**config.mk**
```make
export PLATFORM = sky130hd
export DESIGN_NAME = accumulator_8bits
export DESIGN_NICKNAME = d
export VERILOG_FILES = /design/src/rtl/accumulator_pkg.sv /design/src/rtl/full_adder_8bits.sv /design/src/rtl/accumulator_8bits.sv
export SDC_FILE = /design/constraint.sdc
export NUM_CORES = 1
export LEC_CHECK = 0
export ABC_CLOCK_PERIOD_IN_PS = 2310
export CAP_MARGIN = 25
export CELL_PAD_IN_SITES_DETAIL_PLACEMENT = 0
export CELL_PAD_IN_SITES_GLOBAL_PLACEMENT = 2
export CORE_MARGIN = 2
export CORE_UTILIZATION = 26
export CTS_CLUSTER_SIZE = 8
export DETAILED_ROUTE_END_ITERATION = 12
export GPL_TIMING_DRIVEN = 0
export HOLD_SLACK_MARGIN = 0.12
export PLACE_DENSITY = 0.72
export SYNTH_ARGS = -nofsm -noshare
export SYNTH_HDL_FRONTEND = slang
export SYNTH_SLANG_ARGS = --single-unit
```
**constraint.sdc**
```tcl
create_clock -name clk -period 2.31 [get_ports clk]
set_input_delay 0.462 -clock clk [delete_from_list [all_inputs] [get_ports clk]]
set_output_delay 0.462 -clock clk [all_outputs]
set_load 0.02 [all_outputs]
```
**src/rtl/accumulator_pkg.sv**
```systemverilog
// accumulator_pkg: shared widths and FSM state type for the 8-bit accumulator
package accumulator_pkg;
  localparam int OPERAND_W = 8;
  localparam int COUNT_W = 4;
  localparam int RESULT_W = 16;
  typedef enum logic [1:0] {IDLE, ACCUM, DONE} state_e;
endpackage

```
**src/rtl/full_adder_8bits.sv**
```systemverilog
// full_adder_8bits: 8-bit adder with carry in/out
// ports: s0, s1 operands; cin carry in; sum 8-bit sum; cout carry out
module full_adder_8bits (
  input  logic [7:0] s0,
  input  logic [7:0] s1,
  input  logic       cin,
  output logic [7:0] sum,
  output logic       cout
);
  assign {cout, sum} = {1'b0, s0} + {1'b0, s1} + {8'd0, cin};
endmodule

```
**src/rtl/accumulator_8bits.sv**
```systemverilog
// accumulator_8bits: sums count unsigned 8-bit operands into a 16-bit result
// ports: clk, rst (async high); start/count launch a job; in_valid/in_ready/in_data
// operand stream; out_valid/out_ready/result result handshake; busy when not IDLE
module accumulator_8bits
  import accumulator_pkg::*;
(
  input  logic                 clk,
  input  logic                 rst,
  input  logic                 start,
  input  logic [COUNT_W-1:0]   count,
  input  logic                 in_valid,
  input  logic [OPERAND_W-1:0] in_data,
  output logic                 in_ready,
  output logic                 out_valid,
  input  logic                 out_ready,
  output logic [RESULT_W-1:0]  result,
  output logic                 busy
);
  localparam int HI_W = RESULT_W - OPERAND_W;
  state_e                 state_q;
  logic [OPERAND_W-1:0]   acc_lo_q;
  logic [HI_W-1:0]        acc_hi_q;
  logic [COUNT_W-1:0]     rem_q;
  logic [OPERAND_W-1:0]   sum;
  logic                   cout;
  full_adder_8bits u_add (
    .s0  (acc_lo_q),
    .s1  (in_data),
    .cin (1'b0),
    .sum (sum),
    .cout(cout)
  );
  assign in_ready  = state_q == ACCUM;
  assign out_valid = state_q == DONE;
  assign busy      = state_q != IDLE;
  assign result    = {acc_hi_q, acc_lo_q};
  always_ff @(posedge clk or posedge rst)
    if (rst) begin
      state_q  <= IDLE;
      acc_lo_q <= '0;
      acc_hi_q <= '0;
      rem_q    <= '0;
    end else
      case (state_q)
        IDLE:
          if (start) begin
            acc_lo_q <= '0;
            acc_hi_q <= '0;
            rem_q    <= count;
            state_q  <= count == '0 ? DONE : ACCUM;
          end
        ACCUM:
          if (in_valid) begin
            acc_lo_q <= sum;
            acc_hi_q <= acc_hi_q + {{(HI_W-1){1'b0}}, cout};
            rem_q    <= rem_q - 1'b1;
            if (rem_q == COUNT_W'(1)) state_q <= DONE;
          end
        DONE:
          if (out_ready) state_q <= IDLE;
        default: state_q <= IDLE;
      endcase
endmodule

```
* Word level (Yosys, flattened, before mapping)
Cells that the tools add are included.
Operators by class: reductions and logical operators 6, muxes and demuxes 14, $add $sub $neg 3, eq/ne operators 7
Operators by type and width (number):
- $pmux 8 s2 | 2
- $mux 8 | 3
- $mux 2 | 5
- $add 8x8->9 | 1
- $add 8x1->8 | 1
- $mux 4 | 2
- $pmux 4 s2 | 1
- $pmux 2 s3 | 1
- $eq 4x1->1 const B | 1
- $logic_not 4->1 | 1
- $ne 2x1->1 const B | 2
- $ne 2x2->1 const B | 2
- $reduce_and 4->1 | 1
- $reduce_bool 2->1 | 2
- $sub 4x1->4 const B | 1
- $reduce_and 3->1 | 1
- $eq 2x1->1 const B | 1
- $eq 2x2->1 const B | 1
- $logic_not 2->1 | 1
Storage, ports and cells: bits in registers 22, output and inout bits 19, logic and storage cells 34, bits of input ports 17

* Longest topological paths before layout
depth after elaboration 4, gate-level depth with buffers 14, gate-level depth less buffers 14

* Modules after synthesis
From an unflattened synthesis, not the netlist that was laid out.
Second synthesis, totals: cell total of the unflattened synthesis 144, area, all modules 1470.2 um2
Modules (own cells, without submodules):
- accumulator_8bits | sequential area each 550.5 um2, cells an instance 102, times used 1, area an instance 1138.6 um2
- full_adder_8bits | sequential area each 0.0 um2, cells an instance 42, times used 1, area an instance 331.6 um2

* Worst setup path after synthesis
No wires, ideal clock.
path kind reg2reg, from register acc_lo_q[0], to register acc_hi_q[4], setup time 134 ps, arrival 2562 ps, required time 2176 ps, buffers on the path 0, stages on the path, launching flop included 15, clock period less this slack 2696 ps, setup slack -386 ps, path through dfrtp_1 ha_1 inv_1 fa_1 nor2b_1 o21ai_1 a21oi_1 o211ai_1 nand2_1 ha_1 ha_1 nand2_1 or3_1 xor2_1 nor2_1
Between the ends: longest elaborated chain between the ends 4
Ends and longest elaborated chain:
- start: declaration | RTL line accumulator_8bits.sv:21 | logic [OPERAND_W-1:0] acc_lo_q;
- start signal: assignment | RTL line accumulator_8bits.sv:54 | acc_lo_q <= sum;
- $add 8x8->9 | RTL line full_adder_8bits.sv:10 | assign {cout, sum} = {1'b0, s0} + {1'b0, s1} + {8'd0, cin};
- $add 8x1->8 | RTL line accumulator_8bits.sv:55 | acc_hi_q <= acc_hi_q + {{(HI_W-1){1'b0}}, cout};
- $mux 8 | RTL line accumulator_8bits.sv:53 | if (in_valid) begin
- $pmux 8 s2 | RTL line accumulator_8bits.sv:44 | case (state_q)
- end signal: assignment | RTL line accumulator_8bits.sv:55
- end: declaration | RTL line accumulator_8bits.sv:22 | logic [HI_W-1:0] acc_hi_q;
No other way between the ends. The select of a mux whose other input is x is not followed. A chain may end at the register's enable or synchronous reset.

* Worst setup path after layout
from input in_data[0], to register acc_hi_q[5]
Between the ends: longest elaborated chain between the ends 4
Ends and longest elaborated chain:
- start: declaration | RTL line accumulator_8bits.sv:12 | input logic [OPERAND_W-1:0] in_data,
- $add 8x8->9 | RTL line full_adder_8bits.sv:10
- $add 8x1->8 | RTL line accumulator_8bits.sv:55
- $mux 8 | RTL line accumulator_8bits.sv:53
- $pmux 8 s2 | RTL line accumulator_8bits.sv:44
No other way between the ends. The select of a mux whose other input is x is not followed.

==> results.toml <==
[global_route]
track_usage_pct = 12.8
grt_first_pass_wirelength_um = 6110
grt_pass1_vias = 1287
grt_max_degree = 23
overflow = 0
antenna_found_initial = 0

[logic_synthesis]
synth_xor_area_share_pct = 5.70
synth_area_per_cell_um2 = 9.54
async_reset_ff_share_pct = 100
synth_flop_cell = "dfrtp_1"
synthAdderAreaFrac_pct = 12.3
synth_top_family_by_area = "simple AND/OR/NAND/NOR gates"
synth-warning-count = 0
synthMuxAreaShare_pct = 0
synth-compound-area-share_pct = 18.4
yosys.area.top_type = "dfrtp_1"
yosysTopAreaCellShare_pct = 39.8
synth_nets = 175
ys_ff_latch = 22
yosys.area_share.simple_pct = 18.6
netlist_area_um2 = 1380
yosysSeqAreaShare_pct = 39.8
syn_inst = 145
synth_edf_count = 0
synthTopCellsByArea = "dfrtp_1, ha_1, nand2_1"
synth_cell_types = 37

[critical_path]
worstPathArrival_ns = 2.67
crit_end = "acc_hi_q[5]$_DFFE_PP0P_"
r2r-end = "acc_hi_q[5]$_DFFE_PP0P_"
reg2reg_from = "acc_lo_q[0]$_DFFE_PP0P_"
crit_path_max_incr_delay_ns = 0.36
start_kind = "primary input"
cp_top_family = "adder cells"
r2r_slack_ns = -0.20
path_depth = 16
crit_chain = "clkdlybuf4s15_2 -> ha_4 -> inv_2 -> fa_2 -> nor2b_4 -> o21ai_2 -> a21oi_2 -> o211ai_1 -> nand2_1 -> ha_4 -> buf_6 -> nand4_1 -> buf_4 -> nor3_4 -> xnor2_1 -> nor2_1"
path_common_cell = "ha_4"
crit_required_ns = 2.45
worstSetupStartpoint = "in_data[0]"
crit_buf_inv = 4
end_kind = "flop"
path_class = "in -> reg"
reg2regPathDepth = 15
cp_max_fo = 3
cp_slowest_cell = "fa_2"

[min_path]
hold_start = "acc_lo_q[5]$_DFFE_PP0P_"
hold_path_class = "reg -> reg"

[power]
ir_drop_mv = 0.333
power.internal_mw = 1.24
p_leak_nw = 0.888
power.total_mw = 2.15
combPwrFrac_pct = 57.2
seqPwrFrac_pct = 29.4
switching_share_pct = 42.3
powerDensity_nw_per_um2 = 1070
clkPwrFrac_pct = 13.4
power.switching_mw = 0.910

[routing]
first_pass_iters = 4
ant_nets = 0
wirelength_um = 3480
drc = 0
first_iter_violations = 61
vias = 1209
viasPerCell = 4.67
wire_per_inst_um = 13.4

[timing]
rsz0062_at_grt = "yes"
maxSlewHeadroom_pct = 39.2
finalHoldViolCount = 0
fmax_mhz = 396
period_share_pct = 109
fin_ws_ns = -0.212
fin_crit_ns = 2.52
setup_viol = 4
slew_violations = 0
fin_skew_ns = 0.00647
tightest_slew_ns = 0.912

[status]
status = "complete, but fails checks"
violations = "setup timing"

[layout]
diodes = 0
nFillCells = 543
stdcell_count = 259
layout-drive-gt1-share_pct = 16.4
nets = 220
synthToLayoutAreaGrowth_pct = 45.5

[cts]
htree_levels = 1
cts_buffers = 3
clk_latency_ns = 0.27
cts_root_buf = "clkbuf_8"
clock-sinks = 22
path_clk_slew_ns = 0.09
cts_hold_buf = 0
cts_tree = "yes"
clockBufferDepth = 2

[flow_run]
cap_viol_max_count = 0

[die]
die_x_um = 76.9
fp.dieH_um = 76.9
die-area_um2 = 5920
row_count = 26
design.core.area_um2 = 5110
start_util_pct = 27.1
pin_count = 36

[placed_design]
io_buffers = 35
dp_cells = 250
gp_congestion = 0.727
dpl.hpwl_um = 2660
[cell families after synthesis]
family | count (synthesis)
buf+inv | 15
flops | 22
fa+ha+maj | 13
simple gates | 48
compound gates | 38
xor+xnor | 9
[per-layer routing]
layer | up-vias | routed length (µm) | global-route usage (%) | part of all wire [%]
met5 | - | 0 | 0 | 0
met4 | 0 | 55 | 4.55 | 1.6
met3 | 4 | 70 | 1.53 | 2.0
met2 | 16 | 1880 | 23.4 | 54
met1 | 586 | 1480 | 15.2 | 42
li1 | 603 | - | - | -
[tightest hold or removal path, stage by stage, from the launching register on]
cell and delay [ns]:
dfrtp_1 0.37, nand2_1 0.05, o21ai_1 0.06
[through the flow]
stage | hold WS, ns | instance area, µm² | utilization (%) | setup TNS, ns | setup slack, ns
4_1_cts | 0.532 | 1980 | 38.8 | -0.947 | -0.280
5_1_grt | 0.568 | 2010 | 39.4 | -1.28 | -0.368
2_1_floorplan | 0.451 | 1420 | - | -0.365 | -0.264
3_3_place_gp | 0.506 | 1860 | 36.4 | -5.92 | -1.01
6_report | 0.522 | 2010 | 39.4 | -0.682 | -0.212
3_5_place_dp | 0.512 | 1860 | 36.4 | -6.18 | -1.04
[power groups by stage]
| stage | sequential [mW] | combinational [mW] | clock (mW) |
|---|---|---|---|
| after floorplan | 0.694 | 0.714 | 0 |
| after global routing | 0.661 | 1.38 | 0.315 |
| after detailed placement | 0.640 | 1.18 | 0 |
| after CTS | 0.636 | 1.24 | 0.296 |
| final | 0.633 | 1.23 | 0.288 |
| after global placement | 0.632 | 1.16 | 0 |
[flip-flops by register name, indices dropped and copies added, names as in the netlist]
name,count
acc_hi_q,8
acc_lo_q,8
rem_q,4
state_q,2
[synth_stat cells (3+ instances only)]
library cell and n:
o21ai_0 3, a21oi_1 6, a22o_1 3, dfrtp_1 22, nor2_1 14, ha_1 12
o21ai_1 9, inv_1 9, o41ai_1 3, nand2_1 15, xor2_1 4, a21o_1 3
xnor2_1 5, a211oi_1 3, nor3_1 3, nor2b_1 3
[layout make-up]
cell class,instances,area [µm²],share of cell area [%]
clock buffer,4,55.1,2.74
inverter,11,41.3,2.05
sequential,22,552,27.4
buffer,4,30.0,1.49
tap,70,87.6,4.35
multi-input combinational,108,856,42.5
timing repair buffer,40,390,19.4
[worst min path at each step]
stage                                          to  cells after the start
after floorplan           acc_hi_q[0]$_DFFE_PP0P_                      1
after global placement    acc_lo_q[5]$_DFFE_PP0P_                      2
after detailed placement  acc_lo_q[5]$_DFFE_PP0P_                      2
after CTS                 acc_lo_q[5]$_DFFE_PP0P_                      2
after global routing      acc_lo_q[6]$_DFFE_PP0P_                      1
final                     acc_lo_q[5]$_DFFE_PP0P_                      2
[timing repair]
action	in CTS	in global routing
pin swaps	8	10
buffers inserted	4	1
hold endpoints to repair	0	0
setup endpoints to repair	8	7
resized for setup	11	4
[cell usage in the layout, fill, tap and decap left out, types with 3 or more instances in the layout]
master / count
a21oi_1: 5
xor2_1: 4
a22o_1: 3
inv_1: 8
ha_1: 8
a211oi_1: 3
buf_4: 6
a21o_1: 3
ha_4: 4
nor2_1: 14
clkbuf_8: 4
inv_2: 3
clkdlybuf4s50_1: 32
dfrtp_1: 21
xnor2_1: 5
o41ai_1: 3
o21ai_0: 3
o21ai_1: 8
nand2_1: 14
No activity file was read; power rests on OpenSTA's default activity.
